**src/rtl/noc_pkg.sv**
```systemverilog
// noc_pkg: shared router constants, input port indices and allocator state encoding
package noc_pkg;
  localparam int NUM_PORTS = 5;
  typedef enum logic [2:0] {LOCAL = 3'd0, NORTH, EAST, SOUTH, WEST} port_e;
  typedef enum logic {IDLE = 1'b0, LOCKED = 1'b1} alloc_state_t;
endpackage

```
**src/rtl/rr_priority_picker.sv**
```systemverilog
// rr_priority_picker: first set request at or after the start pointer, wrapping around
module rr_priority_picker #(
  parameter int NUM_PORTS = 5,
  parameter int SEL_W = $clog2(NUM_PORTS)
) (
  input  logic [NUM_PORTS-1:0] i_req,
  input  logic [SEL_W-1:0]     i_ptr,
  output logic [NUM_PORTS-1:0] o_onehot,
  output logic [SEL_W-1:0]     o_idx,
  output logic                 o_any
);
  always_comb begin
    o_onehot = '0;
    o_idx = '0;
    o_any = 1'b0;
    // farthest offset first so the port nearest the pointer overwrites last and wins
    for (int i = NUM_PORTS - 1; i >= 0; i--) begin
      int j;
      j = int'(i_ptr) + i;
      if (j >= NUM_PORTS) j = j - NUM_PORTS;
      if (i_req[j]) begin
        o_onehot = '0;
        o_onehot[j] = 1'b1;
        o_idx = SEL_W'(j);
        o_any = 1'b1;
      end
    end
  end
endmodule

```
**src/rtl/wormhole_output_allocator.sv**
```systemverilog
// wormhole_output_allocator: round-robin owner of one output port, held from head to tail flit
module wormhole_output_allocator #(
  parameter int NUM_PORTS = noc_pkg::NUM_PORTS,
  parameter int SEL_W = $clog2(NUM_PORTS)
) (
  input  logic                 clk,
  input  logic                 rst_n,
  input  logic [NUM_PORTS-1:0] req,
  input  logic [NUM_PORTS-1:0] flit_valid,
  input  logic [NUM_PORTS-1:0] tail,
  input  logic                 on_off_signal,
  output logic [NUM_PORTS-1:0] grant,
  output logic [SEL_W-1:0]     sel,
  output logic                 xfer,
  output logic                 busy
);
  import noc_pkg::alloc_state_t;
  import noc_pkg::IDLE;
  import noc_pkg::LOCKED;
  alloc_state_t r_state, w_state;
  logic [SEL_W-1:0] r_ptr, w_ptr, r_sel, w_sel, w_next_ptr, w_pick_ptr, w_win_idx;
  logic [NUM_PORTS-1:0] r_grant, w_grant, w_pick_req, w_win;
  logic w_any, w_release;
  assign busy = (r_state == LOCKED);
  assign grant = r_grant;
  assign sel = r_sel;
  assign xfer = busy & flit_valid[r_sel] & on_off_signal;
  assign w_release = xfer & tail[r_sel];
  assign w_next_ptr = (r_sel == SEL_W'(NUM_PORTS - 1)) ? '0 : r_sel + SEL_W'(1);
  // while locked the picker only matters on release: owner masked, scan from the port after it
  assign w_pick_req = busy ? (req & ~r_grant) : req;
  assign w_pick_ptr = busy ? w_next_ptr : r_ptr;
  rr_priority_picker #(.NUM_PORTS(NUM_PORTS), .SEL_W(SEL_W)) u_pick (
    .i_req(w_pick_req),
    .i_ptr(w_pick_ptr),
    .o_onehot(w_win),
    .o_idx(w_win_idx),
    .o_any(w_any)
  );
  always_comb begin
    w_state = r_state;
    w_ptr = r_ptr;
    w_grant = r_grant;
    w_sel = r_sel;
    if (r_state == IDLE) begin
      if (w_any) begin
        w_state = LOCKED;
        w_grant = w_win;
        w_sel = w_win_idx;
      end
    end else if (w_release) begin
      w_ptr = w_next_ptr;
      w_grant = w_any ? w_win : '0;
      w_sel = w_any ? w_win_idx : r_sel;
      w_state = w_any ? LOCKED : IDLE;
    end
  end
  always_ff @(posedge clk or negedge rst_n) begin
    if (!rst_n) begin
      r_state <= IDLE;
      r_ptr <= '0;
      r_grant <= '0;
      r_sel <= '0;
    end else begin
      r_state <= w_state;
      r_ptr <= w_ptr;
      r_grant <= w_grant;
      r_sel <= w_sel;
    end
  end
endmodule
```
**config.mk**
```make
export PLATFORM = sky130hd
export DESIGN_NAME = wormhole_output_allocator
export DESIGN_NICKNAME = d
export VERILOG_FILES = /design/src/rtl/noc_pkg.sv /design/src/rtl/rr_priority_picker.sv /design/src/rtl/wormhole_output_allocator.sv
export SDC_FILE = /design/constraint.sdc
export NUM_CORES = 1
export LEC_CHECK = 0
export CORE_AREA = 2 2 76 93
export CTS_BUF_LIST = sky130_fd_sc_hd__clkbuf_8
export CTS_CLUSTER_SIZE = 8
export DETAILED_ROUTE_END_ITERATION = 16
export DIE_AREA = 0 0 78 95
export HOLD_SLACK_MARGIN = 0.08
export SYNTH_ARGS = -nofsm -noshare
export SYNTH_HDL_FRONTEND = slang
export SYNTH_SLANG_ARGS = --single-unit
```
**constraint.sdc**
```tcl
create_clock -name clk -period 5.3 [get_ports clk]
set_input_delay 1.06 -clock clk [delete_from_list [all_inputs] [get_ports clk]]
set_output_delay 1.06 -clock clk [all_outputs]
set_load 0.1 [all_outputs]
```
==> flow_summary.toml, run 1 <==
[place]
place.port_buffers = 27
dp_cells = 426
globalplace.congestion = 0.959
dp_hpwl_um = 6600

[logic_synthesis]
ys_seq_elements = 12
syn_inst = 323
synth_ff_type = "dfrtp_1"
ys_async_sr_fraction_pct = 100
synthDistinctLibCells = 82
synth_edf_count = 0
synth_area_um2 = 2540
ys_seq_area_share_pct = 11.8
syn-mean-instance-area_um2 = 7.85
synth_warnings = 0

[clock_tree]
cts_tree = "done"
numCtsBuffers = 3
ctsResizeCount = 0
clock_latency_ps = 240
clock_path_buffers = 2
clock_sinks = 12
cts-hold-fix-buffers = 0
cts_root_buffer = "clkbuf_8"
clk_pin_slew_worst_paths_ps = 60
h-tree-depth = 1
cts_setup_buffers = 0

[sta]
finalSetupViolCount = 0
maxSlewViolCount = 0
fmax_mhz = 214
period_share_pct = 88.0
fin_skew_ps = 5.85
min_period_ps = 4660
finalSetupTns_ps = 0
worst_pin_slew_ps = 982
rsz0062_at_grt = "no"
report.final.hold_viol_count = 0
holdWs_ps = 520
maxSlewHeadroom_pct = 34.4

[critical_path]
cpMaxStageDelayCell = "ha_1"
path_common_cell = "ha_1"
worstPathRequired_ps = 5400
crit_chain = "inv_1 > ha_1 > a21oi_1 > a21o_1 > ha_1 > clkinv_1 > a2111oi_0 > a221oi_2 > a32oi_2 > nand3_1 > o41ai_2 > nand3b_1 > o22ai_1"
end_kind = "flop"
startpoint_type = "flop"
crit_end = "sel[0]$_DFFE_PN0P_"
cp_max_fo = 19
max_stage_delay_ps = 690
critPathKind = "reg -> reg"
startpoint = "sel[0]$_DFFE_PN0P_"
worstPathArrival_ps = 4760
r2r_slack_ps = 640
r2r-start = "sel[0]$_DFFE_PN0P_"
reg2reg_to = "sel[0]$_DFFE_PN0P_"
worstRegToRegCells = 13

[run]
drv_cap = 0

[finish]
final_cell_mix = "nand2_1, clkdlybuf4s50_1, nor2_1, o21ai_0, ha_1"
finalNonFillerCells = 430
syn_to_final_growth_pct = 14.9
fin_nets = 382
drive_above_1_share_pct = 12.0
layout.cells.most_common = "nand2_1"
antennaDiodeCount = 0

[status]
status = "completed"

[grt]
grt.total_usage_pct = 23.5
antenna_found_initial = 0
grt_max_degree = 21
grt_pass1_vias = 2602
grt_overflow = 0
grt_pass1_wl_um = 13600

[hold_path]
hold_path.class = "reg -> reg"

[routing]
postRouteAntennaNets = 0
routed_wl_um = 8440
via_per_inst = 6.31
first_iter_violations = 264
drc_errors = 0
dr_total_vias = 2714
firstDrtPassIters = 5
routedWlPerCell_um = 19.6

[die]
chipHeight_um = 95
die_x_um = 78
die_area_um2 = 7410
ioPinCount = 28
rows = 33
core_area_um2 = 6610
start_util_pct = 38.4
## worst max-delay path: cells and delay by family (launching register included)
| family | cells | cell delay, ps |
|---|---|---|
| buf+inv | 2 | 320 |
| compound gates | 7 | 2250 |
| fa+ha+maj | 2 | 970 |
| flops | 1 | 530 |
| simple gates | 2 | 430 |
## state kept, by name, summed over array words and instances, names as in the netlist
| name | cells |
|---|---|
| sel | 3 |
| grant | 5 |
| r_ptr | 3 |
| busy | 1 |
## Yosys cell counts, types with 4 or more instances
cell | n | share of area [%]
a2111oi_0 | 4 | 1.4
mux2_2 | 6 | 2.7
ha_1 | 19 | 9.4
a31oi_1 | 4 | 0.99
buf_2 | 6 | 1.2
nand2b_1 | 8 | 2.0
nor3_1 | 6 | 1.2
nand2_1 | 30 | 4.4
inv_1 | 16 | 2.4
o21ai_0 | 22 | 4.3
a21oi_1 | 17 | 3.4
nor2_1 | 22 | 3.3
o21ai_1 | 6 | 1.2
o31ai_1 | 4 | 1.2
nand3_1 | 13 | 2.6
nor2b_1 | 4 | 0.99
dfrtp_1 | 12 | 12
a311oi_1 | 4 | 1.4
a211oi_1 | 6 | 1.8
mux2i_1 | 12 | 4.7
clkbuf_1 | 5 | 0.74
## per-layer routing
metal	part of all wire (%)	vias to the layer above	track usage, %	routed length (um)
met5	0	-	0	0
met4	4.5	0	12.3	376
met3	5.9	29	2.29	495
met2	49	136	42.0	4150
met1	40	1270	27.7	3410
li1	-	1279	-	-
## through the flow
stage | area (um2) | setup slack [ps] | utilization (%)
after floorplan | 2540 | 283 | -
after global placement | 2860 | 645 | 43.3
after detailed placement | 2860 | 734 | 43.3
after CTS | 2910 | 677 | 44.1
after global routing | 2910 | 419 | 44.1
final | 2910 | 636 | 44.1
## layout make-up
type                            count  area [um2]
Clock buffer                        4        55.1
Fill cell                         675        3690
Inverter                           19        71.3
Multi-Input combinational cell    275        2060
Sequential cell                    12         300
Tap cell                           87         109
Timing Repair Buffer               33         315
## cells by family after synthesis
logic type / synth area share [%]
other: 0.148
XOR/XNOR: 1.04
multiplexers: 10.6
adder cells (fa/ha/maj): 10.2
flip-flops: 11.8
AO/OA/AOI/OAI: 37.0
AND/OR/NAND/NOR: 22.2
buffers and inverters: 6.96
## how the worst min path moves through the flow
stage,start,end,slack [ps],cells after the start
2_1_floorplan,r_ptr[0]$_DFFE_PN0P_,r_ptr[0]$_DFFE_PN0P_,470,1
3_3_place_gp,r_ptr[0]$_DFFE_PN0P_,r_ptr[0]$_DFFE_PN0P_,490,1
3_5_place_dp,r_ptr[0]$_DFFE_PN0P_,r_ptr[0]$_DFFE_PN0P_,500,1
4_1_cts,r_ptr[0]$_DFFE_PN0P_,r_ptr[0]$_DFFE_PN0P_,520,1
5_1_grt,r_ptr[0]$_DFFE_PN0P_,r_ptr[0]$_DFFE_PN0P_,560,1
6_report,r_ptr[0]$_DFFE_PN0P_,r_ptr[0]$_DFFE_PN0P_,520,1
Power of run 1 is left out: the tool's default activity adds up to more than one toggle a clock period on the data nets, which glitch-free logic cannot reach.
==> run 2: changes to the inputs <==
ABC_CLOCK_PERIOD_IN_PS = 5300   (was default)
CORE_AREA = 2 2 80 98   (was 2 2 76 93)
DIE_AREA = 0 0 82 100   (was 0 0 78 95)
SYNTH_HIERARCHICAL = 1   (was default)
==> flow_summary.toml, run 2 <==
[status]
status = "completed"

[place]
dp_cells = 450
dp_hpwl_um = 6630
place.port_buffers = 27
globalplace.congestion = 0.943

[clock_tree]
clock_latency_ps = 240
cts_tree = "done"
h-tree-depth = 1
cts_root_buffer = "clkbuf_8"
numCtsBuffers = 3
clock_sinks = 12
clk_pin_slew_worst_paths_ps = 50
clock_path_buffers = 2
cts_setup_buffers = 0
cts-hold-fix-buffers = 0
ctsResizeCount = 0

[critical_path]
worstPathArrival_ps = 5050
worstPathRequired_ps = 5450
cp_max_fo = 13
r2r-start = "sel[0]$_DFFE_PN0P_"
r2r_slack_ps = 400
reg2reg_to = "grant[2]$_DFFE_PN0P_"
startpoint_type = "flop"
worstRegToRegCells = 16
end_kind = "flop"
critPathKind = "reg -> reg"

[finish]
syn_to_final_growth_pct = 12.7
drive_above_1_share_pct = 15.7
fin_nets = 397
antennaDiodeCount = 0
nFillCells = 739
largest_register_ffs = 5
layout.cells.most_common = "clkdlybuf4s50_1"
final_cell_mix = "clkdlybuf4s50_1, nor2_1, mux2i_1"
finalNonFillerCells = 454
finish.utilization_pct = 43.3

[run]
drv_cap = 0

[logic_synthesis]
synthDistinctLibCells = 87
ys_async_sr_fraction_pct = 100
yosys-top-cells-area = "dfrtp_1, mux2i_1, ha_1"
synth_warnings = 6
synth_ff_type = "dfrtp_1"
synth_top_area_share_pct = 10.6
ys_seq_elements = 12
syn-mean-instance-area_um2 = 8.17
ys_top_cells_by_count = "a21oi_1, mux2i_1, nor2_1, inv_1, nor3_1"
syn_inst = 346
ys_seq_area_share_pct = 10.6
synth_edf_count = 0
synth_area_um2 = 2830
synth_fp_nets = 380
synth_top_area_cell = "dfrtp_1"

[grt]
grt_pass1_wl_um = 13800
grt_pass1_vias = 2679
antenna_found_initial = 0
grt.total_usage_pct = 21.4
grt_max_degree = 23
grt_overflow = 0

[sta]
maxSlewHeadroom_pct = 19.2
worst_pin_slew_ps = 1200
maxSlewViolCount = 0
period_share_pct = 92.5
finalSetupTns_ps = 0
min_period_ps = 4900
fin_skew_ps = 2.68
report.final.hold_viol_count = 0
fmax_mhz = 204
rsz0062_at_grt = "no"
finalSetupViolCount = 0

[routing]
via_per_inst = 6.24
drc_errors = 0
first_iter_violations = 212
firstDrtPassIters = 4
routed_wl_um = 8380
postRouteAntennaNets = 0
dr_total_vias = 2832
routedWlPerCell_um = 18.5

[hold_path]
holdPathEnd = "r_ptr[0]$_DFFE_PN0P_"
worstHoldPathCells = 1
hold_path.class = "reg -> reg"
hp-start = "r_ptr[0]$_DFFE_PN0P_"

[die]
die_area_um2 = 8200
chipHeight_um = 100
ioPinCount = 28
die_x_um = 82
core_area_um2 = 7360
rows = 35
start_util_pct = 38.4
## run 2: cell types whose count changed in the layout (fill, tap and decap cells not counted), moves of 4 or more
cell / before / now
xor2_1: 0 / 4
a2111oi_0: 4 / 0
buf_4: 6 / 10
ha_1: 19 / 15
o21a_1: 0 / 5
o21ai_0: 22 / 7
nor3_1: 6 / 17
nor2b_1: 4 / 10
nand2_1: 30 / 16
a221oi_2: 1 / 5
nand3_1: 13 / 6
nor4_1: 1 / 6
mux2i_1: 12 / 19
## run 2: worst max-delay path, cell delays in order (launching register included)
cell and delay, ps:
dfrtp_2 460, inv_1 100, ha_1 300, mux2_2 390
inv_1 260, ha_1 280, inv_1 60, ha_1 250
a21oi_4 230, mux2i_2 410, a2bb2oi_1 280, o22ai_2 200
nand2_4 190, nand2_2 100, or4b_4 660, a21o_1 320
a221oi_2 290
## run 2: how the worst max path moves through the flow
stage / start / to / slack [ps] / cells past startpoint
global route: sel[0]$_DFFE_PN0P_ / grant[2]$_DFFE_PN0P_ / 100 / 16
detailed placement: sel[0]$_DFFE_PN0P_ / grant[2]$_DFFE_PN0P_ / 300 / 16
CTS: sel[0]$_DFFE_PN0P_ / grant[3]$_DFFE_PN0P_ / 290 / 16
global placement: sel[0]$_DFFE_PN0P_ / grant[0]$_DFFE_PN0P_ / 500 / 16
finish: sel[0]$_DFFE_PN0P_ / grant[2]$_DFFE_PN0P_ / 400 / 16
floorplan: sel[2]$_DFFE_PN0P_ / grant[1]$_DFFE_PN0P_ / 20 / 18
## run 2: metal layers
layer	track usage, %	part of all wire, %
met2	38.5	50
met4	8.21	4.6
met1	26.0	41
met3	1.53	4.5
met5	0	0
## run 2: logic make-up after synthesis
| family | synth area share (%) |
|---|---|
| DFF | 10.6 |
| xor gates and xnor gates | 2.17 |
| AOI/OAI and AO/OA | 36.7 |
| buffers and inverters | 8.19 |
| and+or+nand+nor | 24.1 |
| adders and majority gates | 7.35 |
| muxes | 10.9 |
## run 2: per-stage QoR
| stage | hold WS [ps] | worst slack [ps] | cell area, um2 |
|---|---|---|---|
| CTS | 490 | 295 | 3180 |
| global placement | 469 | 498 | 3130 |
| detailed placement | 477 | 303 | 3130 |
| floorplan | 454 | 24.7 | 2830 |
| finish | 487 | 400 | 3190 |
| global route | 513 | 95.3 | 3190 |
## run 2: area by class of cell
cell class / count / area, um2 / share of cell area [%]
Clock buffer: 4 / 55.1 / 1.73
Inverter: 20 / 75.1 / 2.36
Timing Repair Buffer: 36 / 335 / 10.5
Tap cell: 92 / 115 / 3.61
Multi-Input combinational cell: 290 / 2300 / 72.2
Sequential cell: 12 / 304 / 9.54
Power of run 2 is left out for the same reason.
